[src/rtl/writeback_unit_pkg.sv]
// writeback_unit_pkg
// Shared core definitions for the write-back path: register-file address and
// data widths, and the {rd, data} entry layout used by the pipeline stages
// and by writeback_unit's result FIFO.
package writeback_unit_pkg;

    localparam int unsigned REG_ADDR_W = 5;
    localparam int unsigned XLEN       = 32;
    localparam int unsigned NREGS      = 1 << REG_ADDR_W;

    typedef struct packed {
        logic [REG_ADDR_W-1:0] rd;
        logic [XLEN-1:0]       data;
    } wb_entry_t;

    localparam int unsigned WB_ENTRY_W = $bits(wb_entry_t);

endpackage

[src/rtl/writeback_unit_if.sv]
// writeback_unit_if
// Bundles the result handshakes (ALU and load/MDU paths), the decode-stage
// issue/hazard query and the register-file write port.
//   master : writeback_unit side (accepts results, drives the write port,
//            answers hazard queries)
//   slave  : surrounding pipeline / register file side
interface writeback_unit_if;
    import writeback_unit_pkg::*;

    logic                  alu_valid;
    logic                  alu_ready;
    logic [REG_ADDR_W-1:0] alu_rd;
    logic [XLEN-1:0]       alu_data;

    logic                  mem_valid;
    logic                  mem_ready;
    logic [REG_ADDR_W-1:0] mem_rd;
    logic [XLEN-1:0]       mem_data;

    logic                  issue_valid;
    logic [REG_ADDR_W-1:0] issue_rd;
    logic [REG_ADDR_W-1:0] chk_rs1;
    logic [REG_ADDR_W-1:0] chk_rs2;
    logic [REG_ADDR_W-1:0] chk_rd;
    logic                  hazard;

    logic                  regWrite;
    logic [REG_ADDR_W-1:0] writeRegister;
    logic [XLEN-1:0]       writeData;

    modport master (
        input  alu_valid, alu_rd, alu_data,
        output alu_ready,
        input  mem_valid, mem_rd, mem_data,
        output mem_ready,
        input  issue_valid, issue_rd, chk_rs1, chk_rs2, chk_rd,
        output hazard,
        output regWrite, writeRegister, writeData
    );

    modport slave (
        output alu_valid, alu_rd, alu_data,
        input  alu_ready,
        output mem_valid, mem_rd, mem_data,
        input  mem_ready,
        output issue_valid, issue_rd, chk_rs1, chk_rs2, chk_rd,
        input  hazard,
        input  regWrite, writeRegister, writeData
    );

endinterface

[src/rtl/writeback_unit_fifo.sv]
// wb_fifo
// Synchronous FIFO, DEPTH entries (power of two) of WIDTH bits.
// Ports:
//   clk, rst_n            clock, asynchronous active-low reset
//   push, push_data       write request / data (ignored when full)
//   pop, pop_data         read request (ignored when empty) / head entry
//   full, empty           status of the current state
// Pointers are one bit wider than the index: equal pointers mean empty,
// differing MSBs with equal index bits mean full.
module wb_fifo #(
    parameter int unsigned DEPTH = 4,
    parameter int unsigned WIDTH = 37
) (
    input  logic             clk,
    input  logic             rst_n,
    input  logic             push,
    input  logic [WIDTH-1:0] push_data,
    input  logic             pop,
    output logic [WIDTH-1:0] pop_data,
    output logic             full,
    output logic             empty
);

    localparam int unsigned AW = (DEPTH > 1) ? $clog2(DEPTH) : 1;

    logic [AW:0]      wptr;
    logic [AW:0]      rptr;
    logic [WIDTH-1:0] store [DEPTH];

    assign empty    = (wptr == rptr);
    assign full     = (wptr[AW] != rptr[AW]) && (wptr[AW-1:0] == rptr[AW-1:0]);
    assign pop_data = store[rptr[AW-1:0]];

    always_ff @(posedge clk or negedge rst_n) begin
        if (!rst_n) begin
            wptr <= '0;
            rptr <= '0;
        end else begin
            if (push && !full) wptr <= wptr + 1'b1;
            if (pop && !empty) rptr <= rptr + 1'b1;
        end
    end

    // Storage needs no reset: only entries between the pointers are read.
    always_ff @(posedge clk) begin
        if (push && !full) store[wptr[AW-1:0]] <= push_data;
    end

endmodule

[src/rtl/writeback_unit.sv]
// writeback_unit
// Collects results from the ALU and load/MDU paths, queues them in a FIFO
// and drives the register file's single write port at most once per cycle.
// Ports:
//   clk    core clock
//   reset  asynchronous active-low reset
//   wb     writeback_unit_if.master: alu_*/mem_* handshakes, issue/chk hazard
//          query, regWrite/writeRegister/writeData write port
// Parameter: DEPTH (power of two, 2..16) FIFO entries.
// Build option: define WB_SCOREBOARD_EN to include the per-register busy
// scoreboard and the hazard output; otherwise hazard is tied to 0.
module writeback_unit
    import writeback_unit_pkg::*;
#(
    parameter int unsigned DEPTH = 4
) (
    input  logic             clk,
    input  logic             reset,
    writeback_unit_if.master wb
);

    logic      full;
    logic      empty;
    logic      mem_take;
    logic      alu_take;
    logic      push;
    logic      pop;
    wb_entry_t in_entry;
    wb_entry_t head;

    logic                  wr_en;
    logic [REG_ADDR_W-1:0] wr_reg;
    logic [XLEN-1:0]       wr_data;

    // Readies are gated by reset so they read 0 while reset is held.
    assign wb.mem_ready = reset && !full;
    assign wb.alu_ready = reset && !full && !wb.mem_valid;

    assign mem_take = wb.mem_valid && reset && !full;
    assign alu_take = wb.alu_valid && reset && !full && !wb.mem_valid;
    assign push     = mem_take || alu_take;
    assign pop      = !empty;

    always_comb begin
        in_entry = '0;
        if (wb.mem_valid) begin
            in_entry.rd   = wb.mem_rd;
            in_entry.data = wb.mem_data;
        end else begin
            in_entry.rd   = wb.alu_rd;
            in_entry.data = wb.alu_data;
        end
    end

    wb_fifo #(
        .DEPTH (DEPTH),
        .WIDTH (WB_ENTRY_W)
    ) u_fifo (
        .clk       (clk),
        .rst_n     (reset),
        .push      (push),
        .push_data (in_entry),
        .pop       (pop),
        .pop_data  (head),
        .full      (full),
        .empty     (empty)
    );

    // Head is popped every non-empty cycle; x0 entries are consumed without
    // a strobe and leave the address/data registers untouched.
    always_ff @(posedge clk or negedge reset) begin
        if (!reset) begin
            wr_en   <= 1'b0;
            wr_reg  <= '0;
            wr_data <= '0;
        end else begin
            wr_en <= pop && (head.rd != '0);
            if (pop && (head.rd != '0)) begin
                wr_reg  <= head.rd;
                wr_data <= head.data;
            end
        end
    end

    assign wb.regWrite      = wr_en;
    assign wb.writeRegister = wr_reg;
    assign wb.writeData     = wr_data;

`ifdef WB_SCOREBOARD_EN
    logic [NREGS-1:0] busy;
    logic [NREGS-1:0] set_mask;
    logic [NREGS-1:0] clr_mask;

    always_comb begin
        set_mask = '0;
        clr_mask = '0;
        if (wb.issue_valid) set_mask[wb.issue_rd] = 1'b1;
        if (pop)            clr_mask[head.rd]     = 1'b1;
    end

    // Set is applied after clear so a same-cycle issue keeps the bit busy;
    // bit 0 is masked so x0 never reports busy.
    always_ff @(posedge clk or negedge reset) begin
        if (!reset) busy <= '0;
        else        busy <= ((busy & ~clr_mask) | set_mask) & ~NREGS'(1);
    end

    assign wb.hazard = busy[wb.chk_rs1] | busy[wb.chk_rs2] | busy[wb.chk_rd];
`else
    logic unused_sb;
    assign unused_sb = ^{wb.issue_valid, wb.issue_rd, wb.chk_rs1, wb.chk_rs2, wb.chk_rd};
    assign wb.hazard = 1'b0;
`endif

endmodule

[src/flat_wrapper.sv]
// flat-port wrapper written by rule: the top's interface ports become plain ports
module writeback_unit_flat import writeback_unit_pkg::*;
#(
    parameter int unsigned DEPTH = 4
)
  (clk, reset, wb_alu_valid, wb_alu_rd, wb_alu_data, wb_alu_ready, wb_mem_valid, wb_mem_rd, wb_mem_data, wb_mem_ready, wb_issue_valid, wb_issue_rd, wb_chk_rs1, wb_chk_rs2, wb_chk_rd, wb_hazard, wb_regWrite, wb_writeRegister, wb_writeData);
  writeback_unit_if wb_i ();
  input  logic clk;
  input  logic reset;
  input wire logic [$bits(wb_i.alu_valid)-1:0] wb_alu_valid;
  input wire logic [$bits(wb_i.alu_rd)-1:0] wb_alu_rd;
  input wire logic [$bits(wb_i.alu_data)-1:0] wb_alu_data;
  output wire logic [$bits(wb_i.alu_ready)-1:0] wb_alu_ready;
  input wire logic [$bits(wb_i.mem_valid)-1:0] wb_mem_valid;
  input wire logic [$bits(wb_i.mem_rd)-1:0] wb_mem_rd;
  input wire logic [$bits(wb_i.mem_data)-1:0] wb_mem_data;
  output wire logic [$bits(wb_i.mem_ready)-1:0] wb_mem_ready;
  input wire logic [$bits(wb_i.issue_valid)-1:0] wb_issue_valid;
  input wire logic [$bits(wb_i.issue_rd)-1:0] wb_issue_rd;
  input wire logic [$bits(wb_i.chk_rs1)-1:0] wb_chk_rs1;
  input wire logic [$bits(wb_i.chk_rs2)-1:0] wb_chk_rs2;
  input wire logic [$bits(wb_i.chk_rd)-1:0] wb_chk_rd;
  output wire logic [$bits(wb_i.hazard)-1:0] wb_hazard;
  output wire logic [$bits(wb_i.regWrite)-1:0] wb_regWrite;
  output wire logic [$bits(wb_i.writeRegister)-1:0] wb_writeRegister;
  output wire logic [$bits(wb_i.writeData)-1:0] wb_writeData;
  assign wb_i.alu_valid = wb_alu_valid;
  assign wb_i.alu_rd = wb_alu_rd;
  assign wb_i.alu_data = wb_alu_data;
  assign wb_alu_ready = wb_i.alu_ready;
  assign wb_i.mem_valid = wb_mem_valid;
  assign wb_i.mem_rd = wb_mem_rd;
  assign wb_i.mem_data = wb_mem_data;
  assign wb_mem_ready = wb_i.mem_ready;
  assign wb_i.issue_valid = wb_issue_valid;
  assign wb_i.issue_rd = wb_issue_rd;
  assign wb_i.chk_rs1 = wb_chk_rs1;
  assign wb_i.chk_rs2 = wb_chk_rs2;
  assign wb_i.chk_rd = wb_chk_rd;
  assign wb_hazard = wb_i.hazard;
  assign wb_regWrite = wb_i.regWrite;
  assign wb_writeRegister = wb_i.writeRegister;
  assign wb_writeData = wb_i.writeData;
  writeback_unit #(.DEPTH(DEPTH)) u_core (.clk(clk), .reset(reset), .wb(wb_i));
endmodule
[config.mk]
export PLATFORM = sky130hd
export DESIGN_NAME = writeback_unit_flat
export DESIGN_NICKNAME = d
export VERILOG_FILES = /design/src/rtl/writeback_unit_pkg.sv /design/src/rtl/writeback_unit_if.sv /design/src/rtl/writeback_unit_fifo.sv /design/src/rtl/writeback_unit.sv /design/src/flat_wrapper.sv
export SDC_FILE = /design/constraint.sdc
export NUM_CORES = 1
export LEC_CHECK = 0
export CAP_MARGIN = 30
export CORE_MARGIN = 3
export CORE_UTILIZATION = 30
export DETAILED_ROUTE_END_ITERATION = 10
export MAX_ROUTING_LAYER = met4
export PLACE_DENSITY = 0.51
export SYNTH_ARGS = -nofsm -noshare
export SYNTH_HDL_FRONTEND = slang
export SYNTH_SLANG_ARGS = --single-unit
[constraint.sdc]
create_clock -name clk -period 6.31 [get_ports clk]
set_input_delay 0.9465 -clock clk [delete_from_list [all_inputs] [get_ports clk]]
set_output_delay 0.9465 -clock clk [all_outputs]
set_load 0.05 [all_outputs]
==> metrics.txt <==
met1 GRT Util roughly 14%; Synth top area share between 50% and 60%; Hold WC Path Type flip-flop to flip-flop; Post-DP Area 0.00926 mm²; vias per cell around 4.5; WP data required approximately 5.4 ns; synthesized cell area ~0.0077 mm²; Routability Congestion 0.666; CP endpoint kind primary output; Final min period 3.80 ns; io pins 140; max incr delay on CP 0.80 ns; post-route design area just under 0.01 mm²; Clock Path Buffers 2; GR Overflow Total 0; Mapped Nets 464; fin crit share 60.2%; core area 0.0247 mm²; largest net degree at the start of global routing 46; CP Cell Sequence buf_2 -> buf_4 -> inv_1 -> a31oi_1 -> nor2b_1 -> clkdlybuf4s50_1; reg2reg end u_core.wb.writeData[18]$_DFFE_PN0P_; Final Max Tran Viols 0; # setup viols final 0; Sequential Power Share 39.4%; Total GRT Usage between 10% and 20%; worst skew pair latency 0.42 ns; combinational power share 39.1%; Post-DRT Antenna Nets 0; CTS root buf clkbuf_16; P_sw 1.70 mW; Top delay family on crit path buffers and inverters; r2r setup slk between 2 and 3 ns; initial antenna violation count 0; GR peak layer met2; clock sink total 192; M3 GR Usage 3.21%; htree depth 4; Synth Warn # 0; Post-CTS Hold Fix Bufs 0; Max Cap Violations 0; Max stage delay cell, worst path clkdlybuf4s50_1; Syn Inst Count 360; n_diodes 0; first-pass GRT wire length about 23000 µm; drt total wl 14600 µm; GR Util met2 18.3%; post_cts resized 0; Avg WL per Cell 17.8 µm; Hold Startpoint u_core.u_fifo.wptr[2]$_DFFE_PN0P_; Distinct cells, synth 28; CP Data Arrival Time 2.85 ns; Post-synth EDFFs 148; Initial Util 31.0%; Via Count 3704; CTS tree built; startpoint types primary input; Max VDD drop 0.000296 V; Post-CTS Setup Bufs 0; Worst-Margin Slew 0.857 ns; internal power 3.28 mW; P per Cell Area 503 mW/mm²; number of fill cells 2220; Setup Skew 0.00791 ns; outcome finished, final reports clean; num rows 57; Clock power frac 21.5%; vias in the first global route slightly above 4000; Layout area overhead 28.7%; Mean Syn Cell Area 21.3 µm²; WP buf/inv 4; Hold Crit Endpoint u_core.u_fifo.wptr[2]$_DFFE_PN0P_; worst slack, placed 2.42 ns; Leakage 3.48 nW; DRT Pass-1 Iters 4; reg-to-reg critical path startpoint u_core.u_fifo.rptr[0]$_DFFE_PN0P_; HPWL Detailed ~9400 µm; final hold vios 0; Die W 166 µm; top cells by count, synth edfxtp_1, dfrtp_1, mux2_2; number of port buffers 117; drc violations 0; Nets between 500 and 600; setup repair after global routing missed its margin false; share of cells above drive strength 1 30.9%; cts bufs inserted 17; Die ar. between 0.02 and 0.03 mm²; Die Y around 170 µm; Crit Path Class primary input to primary output; post-route setup slack between 2 and 3 ns; R2R depth 5; post-synth top area cell edfxtp_1; Final Util about two fifths; max_slew headroom 42.8%; TNS Setup 0 ns; Synth area leaders edfxtp_1, dfrtp_1, mux4_2; Design Power 4.98 mW; CP Max Fanout 45; switching share of power 34.2%; Post-synth ARST share 22.9%; Iter 0 DRT Violations 202; hold path depth 1; register area share after synthesis 72.2%; Yosys reg bits between 150 and 200; Most used DFF post-synth edfxtp_1; Max Clock Freq 0.263 GHz; clock slew at reported path FFs 0.07 ns; most common cell in the netlist edfxtp_1
## layout by cell type, fill, tap and decap left out, types with 5 or more instances in the layout
cell | Yosys | routed
mux4_2 | 35 | 35
clkdlybuf4s50_1 | 0 | 115
nand2_1 | 5 | 5
clkbuf_16 | 0 | 17
dfrtp_1 | 44 | 42
edfxtp_1 | 148 | 148
mux2_2 | 44 | 44
ha_1 | 5 | 5
o21ai_0 | 6 | 6
mux2_4 | 26 | 26
inv_1 | 6 | 6
## sequential cells by signal (all words and copies together), names as in the netlist
name                     cells
u_core.wb.writeData         32
u_core.wb.regWrite           1
u_core.u_fifo.rptr           3
u_core.wb.writeRegister      5
u_core.u_fifo.wptr           3
u_core.u_fifo.store        148
## worst register-to-register path, stage by stage, from the launching register on
cell,delay [ns]
dfrtp_4,0.99
mux4_1,0.69
or3_1,0.43
o31a_2,0.50
buf_4,0.38
mux2_4,0.35
## per-layer routing
layer / part of all wire, % / vias to the layer above
li1: - / 1684
met1: 44 / 1920
met2: 51 / 88
met3: 4.0 / 12
met4: 0.86 / 0
met5: 0 / -
## power groups by stage
stage	registers, mW	logic (mW)	clock network (mW)
2_1_floorplan	2.28	1.12	0
3_3_place_gp	2.01	1.88	0
3_5_place_dp	1.99	1.98	0
4_1_cts	1.97	1.98	1.11
5_1_grt	2.01	2.07	1.16
6_report	1.96	1.95	1.07
## stage by stage
stage / std cells / hold WS, ns
detailed placement: 790 / 0.484
global placement: 785 / 0.475
CTS: 822 / 0.497
finish: 823 / 0.491
global route: 823 / 0.522
floorplan: 360 / 0.461
## worst max path at each step
| stage | start | endpoint | slack [ns] | cells past startpoint |
|---|---|---|---|---|
| global placement | wb_mem_valid | u_core.u_fifo.store[3][11]$_DFFE_PP_ | 2.35 | 4 |
| detailed placement | reset | wb_alu_ready | 2.42 | 6 |
| floorplan | reset | wb_alu_ready | 2.73 | 3 |
| finish | reset | wb_alu_ready | 2.51 | 6 |
| CTS | u_core.u_fifo.rptr[0]$_DFFE_PN0P_ | wb_alu_ready | 2.38 | 4 |
| global route | u_core.u_fifo.rptr[0]$_DFFE_PN0P_ | wb_alu_ready | 2.22 | 4 |
## layout make-up
class | count | area, µm² | share of cell area (%)
Clock buffer | 18 | 439 | 4.44
Multi-Input combinational cell | 144 | 2000 | 20.2
Tap cell | 324 | 405 | 4.10
Sequential cell | 192 | 5550 | 56.2
Clock inverter | 14 | 156 | 1.58
Timing Repair Buffer | 125 | 1310 | 13.3
Inverter | 6 | 22.5 | 0.228
## cells by family (layout without fill, tap and decap cells)
group           Yosys count  count (layout)  share of synthesized area [%]
compound gates           11              11                          0.929
xor+xnor                  7               7                          0.798
fa+ha+maj                 5               5                          0.815
buf+inv                  24             163                           1.82
flops                   192             192                           72.2
mux                     107             107                           22.5
other cells               1               1                         0.0488
simple gates             13              13                          0.880
Power figures use the tool's default switching activity.
